### config.mk
export PLATFORM = sky130hd
export DESIGN_NAME = data_mem_ctrl
export DESIGN_NICKNAME = d
export VERILOG_FILES = /design/src/rtl/dmem_pkg.sv /design/src/rtl/dmem_lane_align.sv /design/src/rtl/data_mem_ctrl.sv
export SDC_FILE = /design/constraint.sdc
export NUM_CORES = 1
export LEC_CHECK = 0
export CORE_ASPECT_RATIO = 1.4
export CORE_MARGIN = 5
export CORE_UTILIZATION = 55
export DETAILED_ROUTE_END_ITERATION = 7
export PLACE_DENSITY = 0.75
export REMOVE_ABC_BUFFERS = 1
export SYNTH_ARGS = -nofsm -noshare
export SYNTH_HDL_FRONTEND = slang
export SYNTH_SLANG_ARGS = --single-unit
### constraint.sdc
create_clock -name CLK -period 4.9 [get_ports CLK]
set_input_delay 0.735 -clock CLK [delete_from_list [all_inputs] [get_ports CLK]]
set_output_delay 0.735 -clock CLK [all_outputs]
set_load 0.005 [all_outputs]
### src/rtl/dmem_pkg.sv
// rtl/dmem_pkg.sv - size encodings, FSM state constants and word geometry for data_mem_ctrl
package dmem_pkg;

  localparam logic [1:0] SZ_BYTE = 2'b00;
  localparam logic [1:0] SZ_HALF = 2'b01;
  localparam logic [1:0] SZ_WORD = 2'b10;

  typedef logic [1:0] dmem_state_t;

  localparam dmem_state_t ST_IDLE   = 2'd0;
  localparam dmem_state_t ST_ACCESS = 2'd1;
  localparam dmem_state_t ST_RESP   = 2'd2;

  localparam int BYTES_PER_WORD = 4;

endpackage

### src/rtl/dmem_lane_align.sv
// rtl/dmem_lane_align.sv - byte enables, store-data lane steering and load extension
// Lane k of a word is the byte at (word base + k), held in bits [DATA_W-1-8k -: 8] (big-endian).
module dmem_lane_align
  import dmem_pkg::*;
#(
  parameter  int DATA_W = 32,
  localparam int BPW    = DATA_W / 8,
  localparam int OFF_W  = $clog2(BPW)
) (
  input  logic [1:0]        size,
  input  logic              uns,
  input  logic [OFF_W-1:0]  offset,
  input  logic [DATA_W-1:0] wdata,
  input  logic [DATA_W-1:0] rword,
  output logic [BPW-1:0]    be,
  output logic [DATA_W-1:0] wword,
  output logic [DATA_W-1:0] rdata
);

  logic [OFF_W-1:0] half_base;
  logic [7:0]       byte_sel;
  logic [7:0]       half_hi;
  logic [7:0]       half_lo;

  assign half_base = offset & ~OFF_W'(1);

  always_comb begin
    be       = '0;
    wword    = '0;
    rdata    = '0;
    byte_sel = '0;
    half_hi  = '0;
    half_lo  = '0;
    for (int k = 0; k < BPW; k++) begin
      if (OFF_W'(k) == offset)                   byte_sel = rword[DATA_W-1-8*k -: 8];
      if (OFF_W'(k) == half_base)                half_hi  = rword[DATA_W-1-8*k -: 8];
      if (OFF_W'(k) == (half_base | OFF_W'(1)))  half_lo  = rword[DATA_W-1-8*k -: 8];
      // Store data is replicated into every candidate lane; be picks the live ones.
      case (size)
        SZ_BYTE: begin
          be[k]                    = (OFF_W'(k) == offset);
          wword[DATA_W-1-8*k -: 8] = wdata[7:0];
        end
        SZ_HALF: begin
          be[k]                    = ((OFF_W'(k) & ~OFF_W'(1)) == half_base);
          wword[DATA_W-1-8*k -: 8] = ((k % 2) == 0) ? wdata[15:8] : wdata[7:0];
        end
        default: begin
          be[k]                    = 1'b1;
          wword[DATA_W-1-8*k -: 8] = wdata[DATA_W-1-8*k -: 8];
        end
      endcase
    end
    case (size)
      SZ_BYTE: rdata = {{(DATA_W-8){byte_sel[7] & ~uns}}, byte_sel};
      SZ_HALF: rdata = {{(DATA_W-16){half_hi[7] & ~uns}}, half_hi, half_lo};
      default: rdata = rword;
    endcase
  end

endmodule

### src/rtl/data_mem_ctrl.sv
// rtl/data_mem_ctrl.sv - handshaked big-endian byte-addressed data memory, one transaction in flight
// Optional fault checking (misalignment, out-of-range) enabled by defining DMEM_ERR_EN.
module data_mem_ctrl
  import dmem_pkg::*;
#(
  parameter int DATA_W      = 8 * BYTES_PER_WORD,
  parameter int DEPTH_BYTES = 64,
  parameter int ADDR_W      = 32
) (
  input  logic              CLK,
  input  logic              nRST,
  input  logic              req,
  output logic              ready,
  input  logic              we,
  input  logic [1:0]        size,
  input  logic              uns,
  input  logic [ADDR_W-1:0] Address,
  input  logic [DATA_W-1:0] WriteData,
  output logic              resp_valid,
  input  logic              resp_ready,
  output logic [DATA_W-1:0] DataOut,
  output logic              err
);

  localparam int BPW    = DATA_W / 8;
  localparam int OFF_W  = $clog2(BPW);
  localparam int NWORDS = DEPTH_BYTES / BPW;
  localparam int WIDX_W = (NWORDS > 1) ? $clog2(NWORDS) : 1;

  dmem_state_t       state_q,   state_d;
  logic              we_q,      we_d;
  logic [1:0]        size_q,    size_d;
  logic              uns_q,     uns_d;
  logic [ADDR_W-1:0] addr_q,    addr_d;
  logic [DATA_W-1:0] wdata_q,   wdata_d;
  logic [DATA_W-1:0] dataout_q, dataout_d;
  logic              err_q,     err_d;

  logic [DATA_W-1:0] mem_q [NWORDS];

  logic [ADDR_W-1:0] eff_addr;
  logic [WIDX_W-1:0] widx;
  logic [OFF_W-1:0]  raw_off;
  logic [OFF_W-1:0]  offset;
  logic              fault;
  logic [BPW-1:0]    be;
  logic [DATA_W-1:0] wword;
  logic [DATA_W-1:0] rword;
  logic [DATA_W-1:0] rdata;
  logic              wr_en;

  assign eff_addr = addr_q % ADDR_W'(DEPTH_BYTES);
  assign widx     = WIDX_W'(eff_addr >> OFF_W);
  assign raw_off  = eff_addr[OFF_W-1:0];
  assign rword    = mem_q[widx];

`ifdef DMEM_ERR_EN
  logic misaligned;

  always_comb begin
    misaligned = 1'b0;
    case (size_q)
      SZ_BYTE: misaligned = 1'b0;
      SZ_HALF: misaligned = addr_q[0];
      default: misaligned = |addr_q[OFF_W-1:0];
    endcase
  end

  assign fault  = misaligned | (addr_q >= ADDR_W'(DEPTH_BYTES));
  assign offset = raw_off;
`else
  assign fault = 1'b0;

  // Without checking, low address bits are dropped to the natural alignment of the size.
  always_comb begin
    offset = raw_off;
    case (size_q)
      SZ_BYTE: offset = raw_off;
      SZ_HALF: offset = raw_off & ~OFF_W'(1);
      default: offset = '0;
    endcase
  end
`endif

  dmem_lane_align #(.DATA_W(DATA_W)) u_lane_align (
    .size   (size_q),
    .uns    (uns_q),
    .offset (offset),
    .wdata  (wdata_q),
    .rword  (rword),
    .be     (be),
    .wword  (wword),
    .rdata  (rdata)
  );

  // Gated by state_q, which reset clears asynchronously, so a reset never lets a store land.
  assign wr_en = (state_q == ST_ACCESS) && we_q && !fault;

  always_ff @(posedge CLK) begin
    if (wr_en) begin
      for (int k = 0; k < BPW; k++) begin
        if (be[k]) mem_q[widx][DATA_W-1-8*k -: 8] <= wword[DATA_W-1-8*k -: 8];
      end
    end
  end

  always_comb begin
    state_d   = state_q;
    we_d      = we_q;
    size_d    = size_q;
    uns_d     = uns_q;
    addr_d    = addr_q;
    wdata_d   = wdata_q;
    dataout_d = dataout_q;
    err_d     = err_q;
    case (state_q)
      ST_IDLE: begin
        if (req) begin
          we_d    = we;
          size_d  = size;
          uns_d   = uns;
          addr_d  = Address;
          wdata_d = WriteData;
          state_d = ST_ACCESS;
        end
      end
      ST_ACCESS: begin
        dataout_d = (we_q || fault) ? '0 : rdata;
        err_d     = fault;
        state_d   = ST_RESP;
      end
      ST_RESP: begin
        if (resp_ready) state_d = ST_IDLE;
      end
      default: state_d = ST_IDLE;
    endcase
  end

  always_ff @(posedge CLK or negedge nRST) begin
    if (!nRST) begin
      state_q   <= ST_IDLE;
      we_q      <= 1'b0;
      size_q    <= SZ_BYTE;
      uns_q     <= 1'b0;
      addr_q    <= '0;
      wdata_q   <= '0;
      dataout_q <= '0;
      err_q     <= 1'b0;
    end else begin
      state_q   <= state_d;
      we_q      <= we_d;
      size_q    <= size_d;
      uns_q     <= uns_d;
      addr_q    <= addr_d;
      wdata_q   <= wdata_d;
      dataout_q <= dataout_d;
      err_q     <= err_d;
    end
  end

  assign ready      = (state_q == ST_IDLE);
  assign resp_valid = (state_q == ST_RESP);
  assign DataOut    = dataout_q;
  assign err        = err_q;

endmodule

==> results of run 1 <==
area by class of cell:
type                    instances  area [sq um]  area share, %
flip-flops and latches        588         17290          64.04
well taps                     552         690.7          2.559
repair buffers                109          1026          3.801
inverters                      13         48.80         0.1808
multi-input cells             640          6067          22.48
clock inverters                34         454.2          1.683
clock buffers                  64          1419          5.257
worst max-delay path, cell delays in order (launching register included):
cell,delay [ns]
dfrtp_1,0.83
clkinv_1,1.08
mux2i_4,0.48
a21oi_2,0.14
o311ai_4,0.90
nand3_1,0.18
worst min path at each step:
stage | startpoint | end | slack [ns]
finish | nRST | wdata_q[19] | 0.27
global route | nRST | wdata_q[19] | 0.38
CTS | nRST | wdata_q[19] | 0.34
detailed placement | DataOut[6] | DataOut[6] | 0.48
global placement | DataOut[2] | DataOut[2] | 0.48
floorplan | nRST | DataOut[0] | 0.44
stage by stage:
| step | instance area, sq um | total power, mW | std cells |
|---|---|---|---|
| 6_report | 26990 | 17.41 | 2000 |
| 5_1_grt | 26990 | 18.05 | 2000 |
| 4_1_cts | 26990 | 17.38 | 2000 |
| 3_5_place_dp | 25120 | 13.00 | 1902 |
| 3_3_place_gp | 25120 | 12.79 | 1902 |
| 2_1_floorplan | 23390 | 11.13 | 1241 |
cells in the mapped netlist (2+ instances only):
cell type | count | area share [%]
edfxtp_1 | 512 | 64
mux2i_1 | 105 | 4.4
mux4_2 | 92 | 8.7
dfrtp_1 | 76 | 8.0
nor2_1 | 75 | 1.2
a22oi_1 | 59 | 1.9
mux2_2 | 57 | 2.7
nand2_1 | 50 | 0.79
nand3_1 | 43 | 0.90
o21ai_0 | 36 | 0.76
a21oi_1 | 33 | 0.69
clkbuf_1 | 31 | 0.49
buf_2 | 17 | 0.36
a31oi_1 | 16 | 0.42
o211ai_1 | 14 | 0.44
buf_6 | 12 | 0.57
buf_4 | 11 | 0.35
inv_1 | 10 | 0.16
nand3_2 | 10 | 0.42
o31ai_1 | 9 | 0.28
nor2b_1 | 8 | 0.21
mux4_1 | 6 | 0.66
buf_1 | 5 | 0.079
nand2b_1 | 4 | 0.10
clkinv_1 | 2 | 0.031
nor3_1 | 2 | 0.042
o31ai_2 | 2 | 0.10
sequential cells by signal, summed over array words and instances, names as in the netlist:
| name | flops |
|---|---|
| DataOut | 32 |
| addr_q | 6 |
| mem_q | 512 |
| size_q | 2 |
| state_q | 2 |
| uns_q | 1 |
| wdata_q | 32 |
| we_q | 1 |
routing by layer:
layer / GRT usage (%) / vias to the layer above
li1: - / 5457
met1: 30.40 / 6616
met2: 39.51 / 712
met3: 5.274 / 136
met4: 7.756 / 0
met5: 0 / -
where the power goes:
part | switching, mW | total (mW) | internal (mW)
Combinational | 3.25 | 5.39 | 2.15
Sequential | 0.810 | 7.61 | 6.80
Clock | 1.81 | 4.41 | 2.60
cell families (layout without fill, tap and decap cells):
family,count (synthesis),in the layout,share of synthesized area [%]
flops,588,588,72.46
mux,262,262,16.61
simple gates,200,200,3.867
compound gates,177,177,4.948
buf+inv,90,220,2.104
other cells,1,1,0.01573
==> impl_results.md, run 1 <==
* Outcome: completed
* Util after Layout at around 63%
* RR Endpoint: DataOut[20]
* Worst flop-to-flop path startpoint: addr_q[5]
* Crit path kind: flop to flop
* Die height at between 200 and 300 um
* Hold_buf cts at 0
* Clock Skew at roughly 0.023 ns
* CP Max Fanout at 25
* Die ar. at approximately 48,000 sq um
* Dominant synthesized flop cell: edfxtp_1
* DPL Wire Length at 35.66 mm
* Maxcap violations at 0
* WP data required at 5.31 ns
* Starting Density at a little under three fifths
* Site Rows at 90
* Num ports at roughly 110
* Initial DRC Count at between 1,500 and 2,000
* # H-tree levels at 2
* Core ar. at roughly 43,000 sq um
* Wirelength, routed at 55.21 mm
* Most frequent cells in the layout: edfxtp_1 (512), mux2i_1 (105), mux4_2 (92), clkdlybuf4s50_1 (78), nor2_1 (75)
* Post-layout net count at ~1,500
* Gpl congestion at approximately 0.96
* Setup violations, final at 0
* Worst vdd rail ir drop at about 0.00047 V
* Vias per cell at roughly 6.5
* First-pass GRT wire length at roughly 83 mm
* Final Max Tran Viols at 0
* Root Driver: clkbuf_16
* Cell Area, Synth at between 20,000 and 25,000 sq um
* Final hold slack at roughly 0.27 ns
* Unique masters post-synth at between 40 and 50
* Minimum clock period after layout at 3.780 ns
* DRC viols at 0
* Rel. slew slack at about 18%
* Final Cycle Share at 77.14%
* Slew @ Worst Pin at 1.228 ns
* Wire length on met1 at slightly below 20 mm
* CP Launch Type: flop
* CTS tree: yes
* Peak Freq at around 260 MHz
* Async set-or-reset flop fraction in the synthesized netlist at between 10% and 20%
* DR pass1 iterations at 8
* Setup TNS Final at 0 ns
* Highest routed layer: met4
* Die W at between 150 and 200 um
* Place WS at between 1 and 1.5 ns
* Syn_area_per_cell at 18.09 sq um
* CP Data Arrival Time at around 4.2 ns
* Final antenna-violating net count at 0
* Gr ovfl total at 0
* Gate Count Post-Synth at ~1,300
* Worst hold path class: input port to async pin
* DR vias at between 10,000 and 15,000
* # resized after CTS at 0
* Clock Path Buffers at 3
* FF-to-FF setup slack at approximately 1.1 ns
* Vias in the first global route at approximately 13,000
* GRT Util Overall at a little under a quarter
* Fillers at around 3,000
* Inserted Diodes at 0
* CTS Sinks at ~590
* Final worst slack at about 1.1 ns
* Wire per inst at 27.61 um
* Power Density at 644.9 nW/um^2
* CP Capture Type: flop
* Post-CTS setup buffer count at 0
* Commonest non-fill, non-tap cell in the layout: edfxtp_1
* Flops & latches, synth at roughly 600
* Worst skew pair latency at 0.59 ns
* Number of synthesized flops with an enable pin at roughly 500
* WL met2 at 28.47 mm
* Proportion of layout cells with a drive suffix above 1 at slightly above 20%
* Initial antenna violation count at 0
* Unrepaired setup endpoints after global routing: false
* Register area share after synthesis at between 70 and 80%
* Yosys Warn Count at 0
* Met3 routed WL at roughly 5.3 mm
* PortBufs at 79
* Pin count of the biggest net entering global routing at 77
* Worst-path clk slew at 0.07 ns
* TritonCTS Buffers at 52
* Leak at slightly above 9 nW
* Area Overhead vs Synth at 13.20%
* CP startpoint: addr_q[5]
* CP endpoint: DataOut[20]
* Final Hold Viols at 0
* Worst R2R Path Depth at 5
(Power assumes the default switching activity.)
==> run 2: changes to the inputs <==
Clock period 4.9 ns to 3.65 ns, I/O delays scaled along.
==> run 2 against run 1 <==
Via count rose by 1.0%. Non-clock buffer count rose by 80. Critical path depth did not move. Die area unchanged. Power up 36%. Core utilization increased by 1.5 points. Combinational power is 42% higher. First-iteration DRC count grew 1.8%. Clock power increased by 35%. Setup slack worse by 0.58 ns. Critical path type unchanged. Largest cell class unchanged.
==> impl_results.md, run 2 (synthesis results as in run 1) <==
* Fillers at 2,899 (was 2,929)
* Peak Freq at 321.9 MHz (was 264.6 MHz)
* Largest register FFs at 512 (unchanged)
* Seq. cell area at 17,290 sq um (unchanged)
* Worst R2R Path Depth at 5 (unchanged)
* DPL Wire Length at 37.28 mm (was 35.66 mm)
* Starting Density at 55.43% (unchanged)
* Crit path kind: flop to flop (unchanged)
* Worst skew pair latency at 0.59 ns (about the same)
* Final Hold Viols at 0 (unchanged)
* PortBufs at 79 (unchanged)
* Clock Skew at 0.02136 ns (was 0.02256 ns)
* Crit-path max cell delay at 0.90 ns (was 1.08 ns)
* Commonest non-fill, non-tap cell in the layout: edfxtp_1 (unchanged)
* Power Density at 854.9 nW/um^2 (was 644.9 nW/um^2)
* WP data required at 4.10 ns (was 5.31 ns)
* Pin count of the biggest net entering global routing at 77 (unchanged)
* Minimum clock period after layout at 3.106 ns (was 3.780 ns)
* Multi-input logic area at 6067 sq um (unchanged)
* Gpl congestion at 0.9282 (was 0.9571)
* Wirelength, routed at 55.63 mm (was 55.21 mm)
* Site Rows at 90 (unchanged)
* Slew @ Worst Pin at 1.220 ns (was 1.228 ns)
* Clock Path Buffers at 3 (unchanged)
* DR vias at 13,054 (was 12,921)
* Util after Layout at 64.28% (was 62.75%)
* Crit-path leading delay family: flip-flops (was buffers and inverters)
* CP Depth at 5 (unchanged)
* CP startpoint: addr_q[3] (was addr_q[5])
* Die height at 256.4 um (unchanged)
* Total power at 23.64 mW (was 17.41 mW)
* DRC viols at 0 (unchanged)
* Hold_buf cts at 0 (unchanged)
* CP Max Fanout at 42 (was 25)
* Final Max Tran Viols at 0 (unchanged)
* Unrepaired setup endpoints after global routing: false (unchanged)
* Core ar. at 43,020 sq um (unchanged)
* Gr ovfl total at 0 (unchanged)
* Final antenna-violating net count at 0 (unchanged)
* CP endpoint: DataOut[4] (was DataOut[20])
* Die ar. at 47,680 sq um (unchanged)
* Initial antenna violation count at 0 (unchanged)
* Proportion of layout cells with a drive suffix above 1 at 24.35% (was 20.30%)
* CTS tree: yes (unchanged)
* CP Launch Type: flop (unchanged)
* Root Driver: clkbuf_16 (unchanged)
* Wire per inst at 26.69 um (was 27.61 um)
* Final non-filler cell total at 2,084 (was 2,000)
* CP cell instances: buf_4 -> mux4_2 -> mux4_2 -> o21ai_0 -> o31ai_1 (was clkinv_1 -> mux2i_4 -> a21oi_2 -> o311ai_4 -> nand3_1)
* Placed cells at 1,982 (was 1,902)
* RR Endpoint: DataOut[4] (was DataOut[20])
* Worst-path clk slew at 0.07 ns (about the same)
* Slowest cell on crit path: dfrtp_4 (was clkinv_1)
* TritonCTS Buffers at 54 (was 52)
* Top cell by count, worst path: mux4_2
* CP Data Arrival Time at 3.55 ns (was 4.19 ns)
* Post-CTS setup buffer count at 0 (unchanged)
* FF-to-FF setup slack at 0.54 ns (was 1.12 ns)
* Worst vdd rail ir drop at 0.0007069 V (was 0.0004656 V)
* Outcome: completed (unchanged)
* # resized after CTS at 0 (unchanged)
* Final Cycle Share at 85.11% (was 77.14%)
* Worst flop-to-flop path startpoint: addr_q[3] (was addr_q[5])
* Buf/Inv on CP at 1 (unchanged)
* Maxcap violations at 0 (unchanged)
* Die W at 186.0 um (unchanged)
* CP Capture Type: flop (unchanged)
* Setup violations, final at 0 (unchanged)
* # H-tree levels at 2 (unchanged)
* CTS Sinks at 588 (unchanged)
* First-pass GRT wire length at 83.64 mm (was 83.04 mm)
* Rel. slew slack at 18.68% (was 17.84%)
* Initial DRC Count at 1,554 (was 1,526)
* GRT Util Overall at 23.63% (was 23.46%)
* Inserted Diodes at 0 (unchanged)
* DR pass1 iterations at 6 (was 8)
* Vias in the first global route at 13,382 (was 13,040)
* Post-layout net count at 1,558 (was 1,476)
* Area Overhead vs Synth at 15.96% (was 13.20%)
* Worst hold path class: input port to async pin (unchanged)
* Vias per cell at 6.264 (was 6.461)
* Num ports at 107 (unchanged)
* Final hold slack at 0.1144 ns (was 0.2666 ns)
* Leak at 9.585 nW (was 9.125 nW)
* Biggest register: mem_q (unchanged)
* Most frequent cells in the layout: edfxtp_1 (512), buf_4 (109), mux2i_1 (105), mux4_2 (92), clkdlybuf4s50_1 (78) (was edfxtp_1 (512), mux2i_1 (105), mux4_2 (92), clkdlybuf4s50_1 (78), nor2_1 (75))
[run 2: cell count changes in the layout (fill, tap and decap cells not counted)]
cell | previous run | this run
clkinv_1 | 4 | 3
bufinv_16 | 10 | 7
inv_8 | 0 | 1
clkinv_4 | 2 | 1
clkbuf_8 | 3 | 11
clkinv_2 | 12 | 7
clkinvlp_4 | 7 | 2
buf_12 | 1 | 2
inv_6 | 0 | 2
clkbuf_1 | 7 | 13
buf_4 | 30 | 109
clkbuf_16 | 54 | 56
[run 2: worst min-delay path by stage]
| stage | from | to | slack, ns |
|---|---|---|---|
| 2_1_floorplan | nRST | DataOut[0] | 0.25 |
| 3_3_place_gp | DataOut[0] | DataOut[0] | 0.48 |
| 3_5_place_dp | DataOut[0] | DataOut[0] | 0.47 |
| 4_1_cts | nRST | wdata_q[19] | 0.15 |
| 5_1_grt | nRST | wdata_q[19] | 0.20 |
| 6_report | nRST | wdata_q[19] | 0.11 |
[run 2: area by class of cell]
type,instances,share of cell area [%]
inverters,13,0.1765
clock inverters,22,1.149
well taps,552,2.498
clock buffers,80,5.792
flip-flops and latches,588,62.51
multi-input cells,640,21.94
repair buffers,189,5.928
[run 2: metal layers]
layer / GRT usage [%] / part of all wire [%] / up-vias
li1: - / - / 5621
met1: 30.96 / 37 / 6659
met2: 39.89 / 51 / 649
met3: 4.651 / 8.4 / 125
met4: 7.837 / 3.5 / 0
met5: 0 / 0 / -
[run 2: where the power goes]
part	internal (mW)	total (mW)	leakage [nW]	switching (mW)
Clock	3.55	5.97	0.939	2.42
Combinational	3.06	7.63	3.10	4.56
Sequential	9.13	10.0	5.54	0.920
[run 2: stage by stage]
step	TNS (ns)	setup slack, ns	instance area, sq um
2_1_floorplan	-1283.13	-3.323	23390
3_3_place_gp	0	0.6266	25730
3_5_place_dp	0	0.5575	25730
4_1_cts	0	0.5330	27650
5_1_grt	0	0.3647	27650
6_report	0	0.5436	27650
[run 2: worst register-to-register path, delay by kind of cell, from the launching register on]
family	cells	cell delay, ns
flip-flops	1	0.90
buffers and inverters	1	0.42
AO/OA/AOI/OAI	2	0.73
multiplexers	2	0.91
==> run 3: changes to the inputs <==
Settings changed: CORE_MARGIN 5 to not set, PLACE_DENSITY 0.75 to 0.84, REMOVE_ABC_BUFFERS 1 to not set.
==> run 3 against run 2 <==
Critical endpoint is now DataOut[17]. Routed wire length up 2.7%. Non-clock buffer count down 9. Critical path depth up 1. Register-to-register slack worse by 0.24 ns. Clock skew up 0.0055 ns. Die area down 7.3%. Core utilization up 0.070 points. Power down 2.2%.
==> impl_results.md, run 3 (synthesis results as in run 1) <==
* Core ar. at 42,430 sq um (was 43,020 sq um)
* Syn_nets at ~1,400
* Wire per inst at 27.72 um (was 26.69 um)
* WP data required at 4.06 ns (was 4.10 ns)
* Worst hold path class: input port to async pin (unchanged)
* Fillers at 2,784 (was 2,899)
* DR vias at 13,196 (was 13,054)
* Commonest non-fill, non-tap cell in the layout: edfxtp_1 (unchanged)
* CP Capture Type: flop (unchanged)
* Worst vdd rail ir drop at 0.0003934 V (was 0.0007069 V)
* Minimum clock period after layout at 3.345 ns (was 3.106 ns)
* Gr ovfl total at 0 (unchanged)
* Power Density at 846.7 nW/um^2 (was 854.9 nW/um^2)
* Die W at 178.0 um (was 186.0 um)
* Final Cycle Share at 91.65% (was 85.11%)
* Sw frac at 34.04% (was 33.42%)
* First-pass GRT wire length at 83.86 mm (was 83.64 mm)
* Worst-path clk slew at 0.07 ns (about the same)
* Clock Path Buffers at 3 (unchanged)
* Site Rows at 89 (was 90)
* Place WS at 0.4085 ns (was 0.5575 ns)
* CP Launch Type: flop (unchanged)
* Biggest register: mem_q (unchanged)
* Pin count of the biggest net entering global routing at 55 (was 77)
* Most frequent cells in the layout: edfxtp_1 (512), mux2i_1 (105), buf_4 (100), mux4_2 (92), clkdlybuf4s50_1 (78) (was edfxtp_1 (512), buf_4 (109), mux2i_1 (105), mux4_2 (92), clkdlybuf4s50_1 (78))
* CTS tree: yes (unchanged)
* Final Hold Viols at 0 (unchanged)
* DPL Wire Length at 37.65 mm (was 37.28 mm)
* Initial antenna violation count at 0 (unchanged)
* Post-CTS setup buffer count at 0 (unchanged)
* DRC viols at 0 (unchanged)
* Final Max Tran Viols at 0 (unchanged)
* Final worst slack at 0.3049 ns (was 0.5436 ns)
* Gpl congestion at 1.012 (was 0.9282)
* Num ports at 107 (unchanged)
* Worst R2R Path Depth at 6 (was 5)
* Hold_buf cts at 0 (unchanged)
* Area Overhead vs Synth at 14.50% (was 15.96%)
* CP Max Fanout at 22 (was 42)
* # H-tree levels at 2 (unchanged)
* Peak Freq at 298.9 MHz (was 321.9 MHz)
* Die ar. at 44,200 sq um (was 47,680 sq um)
* PortBufs at 79 (unchanged)
* Maxcap violations at 0 (unchanged)
* Setup TNS Final at 0 ns (unchanged)
* Final non-filler cell total at 2,061 (was 2,084)
* Setup violations, final at 0 (unchanged)
* Final antenna-violating net count at 0 (unchanged)
* Leak at 9.391 nW (was 9.585 nW)
* Outcome: completed (unchanged)
* Rel. slew slack at 24.51% (was 18.68%)
* TritonCTS Buffers at 50 (was 54)
* Unrepaired setup endpoints after global routing: false (unchanged)
* Starting Density at 56.20% (was 55.43%)
* Post-layout net count at 1,545 (was 1,558)
* Net Switching at 7.868 mW (was 7.900 mW)
* # resized after CTS at 0 (unchanged)
* Vias per cell at 6.403 (was 6.264)
* GRT Util Overall at 26.57% (was 23.63%)
* Crit path kind: flop to flop (unchanged)
* Die height at 248.4 um (was 256.4 um)
* Largest register FFs at 512 (unchanged)
* Vias in the first global route at 13,325 (was 13,382)
* Power Internal at 15.25 mW (was 15.74 mW)
* Proportion of layout cells with a drive suffix above 1 at 22.57% (was 24.35%)
* Clock share of power at 23.2% (was 25.2%)
* Util after Layout at 64.35% (was 64.28%)
* CTS Sinks at 588 (unchanged)
* Wirelength, routed at 57.14 mm (was 55.63 mm)
* Slew @ Worst Pin at 1.130 ns (was 1.220 ns)
* Initial DRC Count at 1,494 (was 1,554)
* CP Data Arrival Time at 3.76 ns (was 3.55 ns)
* Inserted Diodes at 0 (unchanged)
* Worst skew pair latency at 0.59 ns (about the same)
* Sequential power share at 42.5% (about the same)
* DR pass1 iterations at 6 (unchanged)
* Logic pwr share at 34.2% (was 32.3%)
* Placed cells at 1,967 (was 1,982)
* Root Driver: clkbuf_16 (unchanged)
* Clock Skew at 0.02681 ns (was 0.02136 ns)
## run 3: cell types whose count changed in the layout (fill, tap and decap cells not counted), sizes merged
cell	before	now
bufinv	7	5
buf	111	102
clkbuf	80	68
inv	14	12
clkinv	12	20
## run 3: worst paths after layout
check,start,endpoint,slack (ns)
worst max register to register,addr_q[3],DataOut[17],0.30
min in group CLK,DataOut[1],DataOut[1],0.49
worst max-delay path,addr_q[3],DataOut[17],0.30
max in group asynchronous,nRST,DataOut[13],2.78
worst min-delay path,nRST,wdata_q[25],0.01
worst min register to register,DataOut[1],DataOut[1],0.49
## run 3: final cells by class
type                       count  area (sq um)  share of cell area (%)
sequential                   588         17280                   63.31
multi-input combinational    640          6067                   22.22
timing repair buffer         180          1572                   5.756
clock buffer                  68          1403                   5.138
tap                          546         683.2                   2.502
clock inverter                26         244.0                  0.8937
inverter                      13         48.80                  0.1787
## run 3: routing by layer
| layer | vias up | share of wire [%] | global-route usage (%) | wire, um |
|---|---|---|---|---|
| li1 | 5589 | - | - | - |
| met5 | - | 0 | 0 | 0 |
| met2 | 743 | 52 | 45.20 | 29490 |
| met1 | 6691 | 35 | 32.62 | 19970 |
| met4 | 0 | 5.6 | 13.85 | 3174 |
| met3 | 173 | 7.9 | 4.563 | 4502 |
## run 3: stage by stage
stage	hold slack, ns	cell area, sq um	total power [mW]
2_1_floorplan	0.2519	23840	14.76
6_report	0.009731	27300	23.12
3_3_place_gp	0.4663	25650	17.36
5_1_grt	0.05256	27300	23.85
3_5_place_dp	0.4797	25650	17.69
4_1_cts	0.02950	27300	23.03
## run 3: critical path, cell delays in order (launching register included)
cell      delay (ns)
dfrtp_4         0.71
mux4_1          0.66
mux2_2          0.35
a21oi_1         0.18
o31ai_2         0.13
o311ai_4        0.90
nand3_1         0.22
## run 3: power by group through the flow
stage	Combinational [mW]	Sequential, mW	Clock, mW
after global placement	7.47	9.89	0
after detailed placement	7.75	9.94	0
final	7.92	9.83	5.37
after floorplan	5.16	9.60	0
after CTS	7.84	9.80	5.39
after global routing	8.34	9.87	5.64
